File: src/rtl/uart_pkg.sv
// Shared UART package: default channel constants and the helper functions that
// derive counter widths from them. Imported by the baud generator interface,
// the fractional prescaler and the baud generator top.
`timescale 1ns/1ps
package uart_pkg;

  localparam int UART_DIV_W      = 16;
  localparam int UART_FRAC_W     = 4;
  localparam int UART_OS_RATE    = 16;
  localparam int UART_FRAME_BITS = 10;

  // Width of the oversample counter (0 .. os_rate-1).
  function automatic int os_cnt_width(input int os_rate);
    return (os_rate > 2) ? $clog2(os_rate) : 1;
  endfunction

  // Width of the frame bit counter (0 .. frame_bits).
  function automatic int bit_cnt_width(input int frame_bits);
    return $clog2(frame_bits + 1);
  endfunction

  localparam int OS_CNT_W  = os_cnt_width(UART_OS_RATE);
  localparam int BIT_CNT_W = bit_cnt_width(UART_FRAME_BITS);

endpackage

File: src/rtl/uart_baud_gen_if.sv
// Control/status bundle of one baud generator instance.
//   master: the channel FSM; drives enable, restart and the divisor, and
//           receives the tick pulses and counters.
//   slave : the baud generator itself.
`timescale 1ns/1ps
interface uart_baud_gen_if
  import uart_pkg::*;
#(
  parameter int DIV_W      = UART_DIV_W,
  parameter int FRAC_W     = UART_FRAC_W,
  parameter int OS_RATE    = UART_OS_RATE,
  parameter int FRAME_BITS = UART_FRAME_BITS
);

  localparam int OS_W = os_cnt_width(OS_RATE);
  localparam int BC_W = bit_cnt_width(FRAME_BITS);

  logic              enable;
  logic              restart;
  logic [DIV_W-1:0]  div_int;
  logic [FRAC_W-1:0] div_frac;
  logic              os_tick;
  logic              mid_tick;
  logic              bit_tick;
  logic              frame_done;
  logic [OS_W-1:0]   os_cnt;
  logic [BC_W-1:0]   bit_cnt;

  modport master (
    output enable, restart, div_int, div_frac,
    input  os_tick, mid_tick, bit_tick, frame_done, os_cnt, bit_cnt
  );

  modport slave (
    input  enable, restart, div_int, div_frac,
    output os_tick, mid_tick, bit_tick, frame_done, os_cnt, bit_cnt
  );

endinterface

File: src/rtl/uart_frac_prescaler.sv
// Fractional prescaler: divides clk by div_q + frac_q/2^FRAC_W on average and
// emits a combinational one-cycle raw tick per oversample period.
// Ports:
//   clk, reset_n   clock, asynchronous active-low reset
//   enable         advance the period counter; hold everything when low
//   restart        clear pc/acc/carry and capture the divisor (beats enable)
//   reload         capture the divisor at a bit boundary (only used with a tick)
//   div_int        integer cycles per tick (0 behaves as 1)
//   div_frac       fractional cycles per tick, units of 2^-FRAC_W
//   tick           raw oversample tick, valid in the cycle pc hits its terminal
`timescale 1ns/1ps
module uart_frac_prescaler
  import uart_pkg::*;
#(
  parameter int DIV_W  = UART_DIV_W,
  parameter int FRAC_W = UART_FRAC_W
) (
  input  logic              clk,
  input  logic              reset_n,
  input  logic              enable,
  input  logic              restart,
  input  logic              reload,
  input  logic [DIV_W-1:0]  div_int,
  input  logic [FRAC_W-1:0] div_frac,
  output logic              tick
);

  logic [DIV_W-1:0]  div_q_reg;
  logic [FRAC_W-1:0] frac_q_reg;
  logic [DIV_W-1:0]  pc_reg;
  logic [FRAC_W-1:0] acc_reg;
  logic              carry_reg;

  // One extra bit so that div_q + carry cannot overflow.
  logic [DIV_W:0]    period_len;
  logic [DIV_W:0]    period_last;
  logic [FRAC_W:0]   acc_sum;
  logic              terminal;

  always_comb begin
    period_len = (div_q_reg == '0) ? {{DIV_W{1'b0}}, 1'b1} : {1'b0, div_q_reg};
    period_len = period_len + {{DIV_W{1'b0}}, carry_reg};
    period_last = period_len - 1'b1;
    acc_sum = {1'b0, acc_reg} + {1'b0, frac_q_reg};
    terminal = ({1'b0, pc_reg} == period_last);
  end

  // A restart landing on a terminal count suppresses the tick.
  assign tick = enable && !restart && terminal;

  always_ff @(posedge clk or negedge reset_n) begin
    if (!reset_n) begin
      div_q_reg  <= '0;
      frac_q_reg <= '0;
      pc_reg     <= '0;
      acc_reg    <= '0;
      carry_reg  <= 1'b0;
    end else if (restart) begin
      div_q_reg  <= div_int;
      frac_q_reg <= div_frac;
      pc_reg     <= '0;
      acc_reg    <= '0;
      carry_reg  <= 1'b0;
    end else if (enable) begin
      if (terminal) begin
        pc_reg    <= '0;
        // Carry out of the accumulator stretches the following period.
        acc_reg   <= acc_sum[FRAC_W-1:0];
        carry_reg <= acc_sum[FRAC_W];
        if (reload) begin
          div_q_reg  <= div_int;
          frac_q_reg <= div_frac;
        end
      end else begin
        pc_reg <= pc_reg + 1'b1;
      end
    end
  end

endmodule

File: src/rtl/uart_baud_gen.sv
// Baud tick generator and bit/frame sequencer for one UART channel.
// A fractional prescaler produces oversample ticks; this level counts them
// into bits and bits into frames, and registers all pulse outputs.
// Ports:
//   clk, reset_n   clock, asynchronous active-low reset
//   bus (slave)    enable, restart, div_int, div_frac in;
//                  os_tick, mid_tick, bit_tick, frame_done, os_cnt, bit_cnt out
`timescale 1ns/1ps
module uart_baud_gen
  import uart_pkg::*;
#(
  parameter int DIV_W      = UART_DIV_W,
  parameter int FRAC_W     = UART_FRAC_W,
  parameter int OS_RATE    = UART_OS_RATE,
  parameter int FRAME_BITS = UART_FRAME_BITS
) (
  input  logic           clk,
  input  logic           reset_n,
  uart_baud_gen_if.slave bus
);

  localparam int OS_W = os_cnt_width(OS_RATE);
  localparam int BC_W = bit_cnt_width(FRAME_BITS);

  localparam logic [OS_W-1:0] OS_LAST   = OS_W'(OS_RATE - 1);
  localparam logic [OS_W-1:0] OS_PREMID = OS_W'(OS_RATE / 2 - 1);
  localparam logic [BC_W-1:0] BIT_LAST  = BC_W'(FRAME_BITS - 1);

  logic            raw_tick;
  logic            os_wrap;
  logic            frame_wrap;
  logic [OS_W-1:0] os_cnt_reg;
  logic [BC_W-1:0] bit_cnt_reg;
  logic            os_tick_reg;
  logic            mid_tick_reg;
  logic            bit_tick_reg;
  logic            frame_done_reg;

  // The divisor is re-captured on the same tick that closes a bit, so any
  // change made mid-bit only applies from the next bit onwards.
  uart_frac_prescaler #(
    .DIV_W  (DIV_W),
    .FRAC_W (FRAC_W)
  ) u_prescaler (
    .clk      (clk),
    .reset_n  (reset_n),
    .enable   (bus.enable),
    .restart  (bus.restart),
    .reload   (os_wrap),
    .div_int  (bus.div_int),
    .div_frac (bus.div_frac),
    .tick     (raw_tick)
  );

  assign os_wrap    = raw_tick && (os_cnt_reg == OS_LAST);
  assign frame_wrap = os_wrap && (bit_cnt_reg == BIT_LAST);

  always_ff @(posedge clk or negedge reset_n) begin
    if (!reset_n) begin
      os_cnt_reg     <= '0;
      bit_cnt_reg    <= '0;
      os_tick_reg    <= 1'b0;
      mid_tick_reg   <= 1'b0;
      bit_tick_reg   <= 1'b0;
      frame_done_reg <= 1'b0;
    end else begin
      // raw_tick is already gated by enable and restart.
      os_tick_reg    <= raw_tick;
      mid_tick_reg   <= raw_tick && (os_cnt_reg == OS_PREMID);
      bit_tick_reg   <= os_wrap;
      frame_done_reg <= frame_wrap;
      if (bus.restart) begin
        os_cnt_reg  <= '0;
        bit_cnt_reg <= '0;
      end else if (raw_tick) begin
        os_cnt_reg <= os_wrap ? '0 : os_cnt_reg + 1'b1;
        if (os_wrap) begin
          bit_cnt_reg <= frame_wrap ? '0 : bit_cnt_reg + 1'b1;
        end
      end
    end
  end

  assign bus.os_tick    = os_tick_reg;
  assign bus.mid_tick   = mid_tick_reg;
  assign bus.bit_tick   = bit_tick_reg;
  assign bus.frame_done = frame_done_reg;
  assign bus.os_cnt     = os_cnt_reg;
  assign bus.bit_cnt    = bit_cnt_reg;

endmodule

File: src/flat_wrapper.sv
// flat-port wrapper written by rule: the top's interface ports become plain ports
module uart_baud_gen_flat import uart_pkg::*;
#(
  parameter int DIV_W      = UART_DIV_W,
  parameter int FRAC_W     = UART_FRAC_W,
  parameter int OS_RATE    = UART_OS_RATE,
  parameter int FRAME_BITS = UART_FRAME_BITS
)
  (clk, reset_n, bus_enable, bus_restart, bus_div_int, bus_div_frac, bus_os_tick, bus_mid_tick, bus_bit_tick, bus_frame_done, bus_os_cnt, bus_bit_cnt);
  uart_baud_gen_if #(.DIV_W(DIV_W), .FRAC_W(FRAC_W), .OS_RATE(OS_RATE), .FRAME_BITS(FRAME_BITS)) bus_i ();
  input  logic clk;
  input  logic reset_n;
  input wire logic [$bits(bus_i.enable)-1:0] bus_enable;
  input wire logic [$bits(bus_i.restart)-1:0] bus_restart;
  input wire logic [$bits(bus_i.div_int)-1:0] bus_div_int;
  input wire logic [$bits(bus_i.div_frac)-1:0] bus_div_frac;
  output wire logic [$bits(bus_i.os_tick)-1:0] bus_os_tick;
  output wire logic [$bits(bus_i.mid_tick)-1:0] bus_mid_tick;
  output wire logic [$bits(bus_i.bit_tick)-1:0] bus_bit_tick;
  output wire logic [$bits(bus_i.frame_done)-1:0] bus_frame_done;
  output wire logic [$bits(bus_i.os_cnt)-1:0] bus_os_cnt;
  output wire logic [$bits(bus_i.bit_cnt)-1:0] bus_bit_cnt;
  assign bus_i.enable = bus_enable;
  assign bus_i.restart = bus_restart;
  assign bus_i.div_int = bus_div_int;
  assign bus_i.div_frac = bus_div_frac;
  assign bus_os_tick = bus_i.os_tick;
  assign bus_mid_tick = bus_i.mid_tick;
  assign bus_bit_tick = bus_i.bit_tick;
  assign bus_frame_done = bus_i.frame_done;
  assign bus_os_cnt = bus_i.os_cnt;
  assign bus_bit_cnt = bus_i.bit_cnt;
  uart_baud_gen #(.DIV_W(DIV_W), .FRAC_W(FRAC_W), .OS_RATE(OS_RATE), .FRAME_BITS(FRAME_BITS)) u_core (.clk(clk), .reset_n(reset_n), .bus(bus_i));
endmodule
File: config.mk
export PLATFORM = sky130hd
export DESIGN_NAME = uart_baud_gen_flat
export DESIGN_NICKNAME = d
export VERILOG_FILES = /design/src/rtl/uart_pkg.sv /design/src/rtl/uart_baud_gen_if.sv /design/src/rtl/uart_frac_prescaler.sv /design/src/rtl/uart_baud_gen.sv /design/src/flat_wrapper.sv
export SDC_FILE = /design/constraint.sdc
export NUM_CORES = 1
export LEC_CHECK = 0
export ABC_AREA = 1
export CAP_MARGIN = 10
export CORE_ASPECT_RATIO = 0.8
export CORE_MARGIN = 5
export CORE_UTILIZATION = 57
export DETAILED_ROUTE_END_ITERATION = 6
export PLACE_DENSITY = 0.8
export SKIP_CTS_REPAIR_TIMING = 1
export SLEW_MARGIN = 0
export SYNTH_ARGS = -nofsm -noshare
export SYNTH_HDL_FRONTEND = slang
export SYNTH_HIERARCHICAL = 1
export SYNTH_SLANG_ARGS = --single-unit
File: constraint.sdc
create_clock -name clk -period 3.9 [get_ports clk]
set_input_delay 1.17 -clock clk [delete_from_list [all_inputs] [get_ports clk]]
set_output_delay 1.17 -clock clk [all_outputs]
set_load 0.005 [all_outputs]
* After elaboration in Yosys (flattened, before gate mapping)
Index checks and enable logic that the tools add are counted.
** Word-level totals
- Bits in registers :: 53
- Bits in latches :: 0
- Bits in writable memories :: 0
- Bits in read-only memories :: 0
- Output and inout bits :: 12
- Memories :: 0
** Operators by class
- $add $sub $neg :: 6
- Multipliers :: 0
- Div/mod/pow operators :: 0
- Magnitude comparators :: 0
- Equal/unequal tests :: 4
- Shift-type cells :: 0
- Mux-type cells :: 25
- Bitwise gates (word level) :: 0
- Reductions and logical operators :: 14
** Operators with widths (number)
- 16-bit two-way mux :: 8
- 4-bit two-way mux :: 14
- 16-bit by 1-bit adder with 17-bit output :: 1
- 16-bit by 17-bit equality test with 1-bit output :: 1
- 17-bit by 1-bit subtractor with 17-bit output, second input constant :: 1
- 16-bit by 1-bit adder with 16-bit output, second input constant :: 1
- 16-bit logical NOT :: 1
- 4-bit by 1-bit adder with 4-bit output, second input constant :: 2
- 4-bit equality test, second input constant :: 2
- 2-bit nonzero test :: 4
- 4-bit by 4-bit adder with 5-bit output :: 1
- 1-bit logical AND :: 5
- 4-bit by 3-bit equality test with 1-bit output, second input constant :: 1
- 2-bit AND reduction :: 2
- 1-bit two-way mux :: 3
- 3-bit AND reduction :: 1
- 1-bit logical NOT :: 1

* Logic depth before layout (Yosys ltp)
- Depth after elaboration :: 12
- Depth in mapped cells :: 27
- Depth with buffers taken out :: 26

* Hierarchy
Netlist, hierarchy kept.
** By module, submodules not included
- uart_frac_prescaler :: times used 1, cells each 389, area an instance 2834.0 um^2
- uart_baud_gen :: times used 1, cells each 59, area an instance 566.8 um^2

* Worst setup path before layout
Ideal clock, no wire load.
- Path kind :: register to register
- Start :: reg u_core.u_prescaler.div_q_reg[15]
- End :: reg u_core.u_prescaler.div_q_reg[0]
- Data arrival time :: 3.446 ns
- Required time :: 3.834 ns
- Slack :: 0.388 ns
- Stages on the path, launching flop included :: 24
- Path buffers :: 1
- Clock period less this slack :: 3.512 ns
- Cell sequence :: dfrtp_1 -> or2_2 -> nor2_1 -> nand3_1 -> inv_1 -> a41oi_1 -> ha_1 -> ha_1 -> or2_1 -> nand2_1 -> nand2_1 -> nand2_1 -> nand3_1 -> nor3_1 -> nand4_1 -> nor2_1 -> nand2_1 -> nor2_1 -> nand2_2 -> nor2_4 -> or2_2 -> clkbuf_1 -> nand4_1 -> nand2_1
** On the way
- Word-level cells in the longest chain between the ends :: 9
** Ends and longest elaborated chain
- start, declared :: line uart_frac_prescaler.sv:28 : logic [DIV_W-1:0] div_q_reg;
- start signal, assigned :: line uart_frac_prescaler.sv:59 : div_q_reg <= div_int;
- start signal, assigned :: line uart_frac_prescaler.sv:71 : div_q_reg <= div_int;
- 16-bit logical NOT :: line uart_frac_prescaler.sv:41 : period_len = (div_q_reg == '0) ? {{DIV_W{1'b0}}, 1'b1} : {1'b0, div_q_reg};
- 16-bit two-way mux (*) :: line uart_frac_prescaler.sv:41
- 16-bit by 1-bit adder with 17-bit output (*) :: line uart_frac_prescaler.sv:42 : period_len = period_len + {{DIV_W{1'b0}}, carry_reg};
- 17-bit by 1-bit subtractor with 17-bit output (*) :: line uart_frac_prescaler.sv:43 : period_last = period_len - 1'b1;
- 16-bit by 17-bit equality test with 1-bit output (*) :: line uart_frac_prescaler.sv:45 : terminal = ({1'b0, pc_reg} == period_last);
- 1-bit logical AND (*) :: line uart_frac_prescaler.sv:49 : assign tick = enable && !restart && terminal;
- via u_core.raw_tick :: line uart_baud_gen.sv:29 : logic raw_tick;
- 1-bit logical AND (*) :: line uart_baud_gen.sv:55 : assign os_wrap = raw_tick && (os_cnt_reg == OS_LAST);
- via u_core.os_wrap :: line uart_baud_gen.sv:30 : logic os_wrap;
- 2-bit nonzero test (no source line) (*)
- 3-bit AND reduction (no source line) (*)
The timed path passes the listed nets; every way through them passes the cells marked *.
A chain may end at the register's enable or synchronous reset.

* Worst setup path in the final report
- Start :: reg u_core.u_prescaler.div_q_reg[15]
- End :: reg u_core.u_prescaler.acc_reg[0]
** On the way
- Word-level cells in the longest chain between the ends :: 7
** Ends and longest elaborated chain
- 16-bit logical NOT :: line uart_frac_prescaler.sv:41
- 16-bit two-way mux (*) :: line uart_frac_prescaler.sv:41
- 16-bit by 1-bit adder with 17-bit output (*) :: line uart_frac_prescaler.sv:42
- 17-bit by 1-bit subtractor with 17-bit output (*) :: line uart_frac_prescaler.sv:43
- 16-bit by 17-bit equality test with 1-bit output (*) :: line uart_frac_prescaler.sv:45
- 2-bit nonzero test (no source line) (*)
- 2-bit AND reduction (no source line) (*)
- end signal, assigned :: line uart_frac_prescaler.sv:68 : acc_reg <= acc_sum[FRAC_W-1:0];
- end, declared :: line uart_frac_prescaler.sv:31 : logic [FRAC_W-1:0] acc_reg;
Every way passes the cells marked *; elsewhere a longest branch is shown, timed or not.

==> metrics <==
status=finished, final reports clean; PD cells=351.4 nW/um2; filler instances=487; Setup crit end kind=register; Final Hold Viols=0; Slew HR=49.11%; net count reported at finish=533; first-pass GRT wire length=14,290 um; Mapped Cells=448; critical path's slowest cell=dfrtp_1; hpwl dp=6659 um; routed length per instance=15.08 um; routability cong.=1.036; Syn Nets=483; Synth area leaders=dfrtp_1 (39%), nand2_1 (14%), nand4_1 (5.9%); Mapped Area=3401 um2; Iteration-0 DRC Markers=234; Synth Register Bits=53; Leak Pwr=1.960 nW; worst hold margin=501.3 ps; Setup Viol. Count Final=0; sequential area share after synthesis=39.00%; post-layout util=69.18%; Clock Skew=11.91 ps; CTS H-tree depth=2; CTS tree=yes; startpoint class of the critical path=register; fin cells=580; CTS root buffer=clkbuf_8; Critical Path Fanout Max=13; vias in the first global route=2,972; IR drop worst, VDD=209.7 uV; Antenna Nets Post-Route=0; FF/Latch Area=1326 um2; clk slew on worst S/H paths=100 ps; minimum clock period=3629 ps; fin. max-slew vios=0; critical path class=register to register; Worst-Skew Late Latency=310 ps; total die area=7621 um2; layout cell share with drive strength beyond 1=11.02%; max-cap check violation count=0; largest net degree at the start of global routing=36; # DRC=0; IO Pins=36; grt ovf=0; drt total wl=8747 um; routed vias/inst=5.397; fin crit share=93.05%; placed cells=571; Post-Syn Area per Cell=7.591 um2; Core Area=5849 um2; # port buffers=35; CTS Buf Count=5; initial antenna violation count=0; Max Fclk=0.2756 GHz; Total Routing Usage GR=24.24%; clock sinks=53; Hold Path Class=register to register; Initial Utilization=58.14%; Worst Tran Pin Value=763.4 ps; vias=3,130; # diodes=0; Critical Path, Cell by Cell=or2_2 -> nor2_1 -> nand3_1 -> inv_1 -> a41oi_1 -> ha_1 -> ha_2 -> or2_1 -> nand2_1 -> nand2_1 -> nand2_1 -> nand4_1 -> nor3_2 -> nand4_4 -> nand2_2 -> buf_4 -> nand2_2 -> nand2_1 -> o21ai_1; required time worst endpoint=4100 ps; Netlist cell types=37; most frequent CP cell=nand2_1; Worst path max stage delay=410 ps; # rows=25; Synth-to-Final Area Change=18.98%; Yosys warnings=6; Pre-Repair DR Iteration Count=5; Yosys top cell by area=dfrtp_1; share of the synthesized area in the top cell type=39.00%; CP Data Arrival Time=3830 ps; Die Height=79.09 um; Max clock buf depth=2; Die W=96.36 um; area occupied by multi-input gates=1889 um2
==> where the power goes <==
group,total [W],switching [W],internal [W],leakage [nW]
clock network,0.000335,0.000189,0.000147,0.0478
registers,0.000647,0.0000507,0.000597,0.704
logic,0.000439,0.000267,0.000172,1.21
==> placed cells by master, fill, tap and decap left out, types with 3 or more instances in the layout <==
cell,netlist,layout
nand2_1,127,127
dfrtp_1,53,53
nor2_1,53,52
inv_1,38,38
nand3_1,36,36
clkdlybuf4s50_1,0,34
nand4_1,32,32
xor2_1,18,18
buf_4,3,15
o21ai_0,10,10
ha_1,10,9
nand2_2,7,7
xnor2_1,7,7
clkbuf_8,0,6
a21oi_1,6,6
nor2_2,5,6
nand3b_1,6,6
o21ai_1,5,5
nor2_4,3,3
nor3_1,3,3
==> critical path, delay by kind of cell (launching register included) <==
kind                       cells  cell delay, ps
DFF                            1             410
adders and majority gates      2             490
and+or+nand+nor               13            2080
AOI/OAI and AO/OA              2             190
buffers and inverters          2             340
==> kinds of logic (layout without fill, tap and decap cells) <==
logic type / after synthesis / after routing / synth area share, %
XOR/XNOR: 25 / 25 / 6.439
adder cells (fa/ha/maj): 11 / 11 / 4.268
AO/OA/AOI/OAI: 26 / 26 / 4.783
buffers and inverters: 51 / 101 / 6.402
AND/OR/NAND/NOR: 282 / 283 / 39.11
flip-flops: 53 / 53 / 39.00
==> layer usage <==
| layer | GRT usage (%) | up-vias | part of all wire (%) |
|---|---|---|---|
| met3 | 4.167 | 13 | 6.4 |
| met5 | 0 | - | 0 |
| li1 | - | 1567 | - |
| met1 | 35.69 | 1435 | 47 |
| met4 | 6.162 | 0 | 1.4 |
| met2 | 37.01 | 115 | 45 |
==> cell type report <==
type / count / area share (%)
multi-input combinational: 345 / 46.69
timing repair buffer: 51 / 11.69
clock buffer: 6 / 2.041
clock inverter: 2 / 0.4020
tap: 81 / 2.505
inverter: 42 / 3.896
sequential: 53 / 32.78
==> through the flow <==
step / setup TNS (ps) / worst slack [ps] / power (W) / cell area, um2
after floorplan: 0 / 388.3 / 0.0009373 / 3401
after global placement: 0 / 214.2 / 0.001070 / 3908
after detailed placement: 0 / 103.7 / 0.001079 / 3908
after CTS: 0 / 62.53 / 0.001418 / 4006
after global routing: -5.789 / -5.789 / 0.001514 / 4046
final: 0 / 271.0 / 0.001422 / 4046
==> final timing paths <==
path	slack [ps]	start	endpoint	cells after the start
worst max register to register	270	u_core/u_prescaler/div_q_reg[15]	u_core/u_prescaler/acc_reg[0]	19
worst max-delay path	270	u_core/u_prescaler/div_q_reg[15]	u_core/u_prescaler/acc_reg[0]	19
min in group asynchronous	920	reset_n	u_core/u_prescaler/acc_reg[2]	1
max in group asynchronous	2230	reset_n	u_core/u_prescaler/div_q_reg[10]	2
worst min-delay path	500	u_core/u_prescaler/frac_q_reg[3]	u_core/u_prescaler/frac_q_reg[3]	2
worst min register to register	500	u_core/u_prescaler/frac_q_reg[3]	u_core/u_prescaler/frac_q_reg[3]	2
==> synth_stat cells (all sizes together) <==
| cell type | n |
|---|---|
| dfrtp | 53 |
| o21ai | 16 |
| clkinv | 2 |
| nor3 | 4 |
| ha | 10 |
| fa | 1 |
| inv | 40 |
| or2 | 3 |
| nand3b | 6 |
| nor2 | 62 |
| a21oi | 8 |
| clkbuf | 4 |
| buf | 5 |
| a41oi | 1 |
| xor2 | 18 |
| nand3 | 37 |
| nor3b | 1 |
| a21boi | 1 |
| nand2 | 135 |
| xnor2 | 7 |
| nand4 | 33 |
| nor4 | 1 |
(Power assumes the default switching activity.)
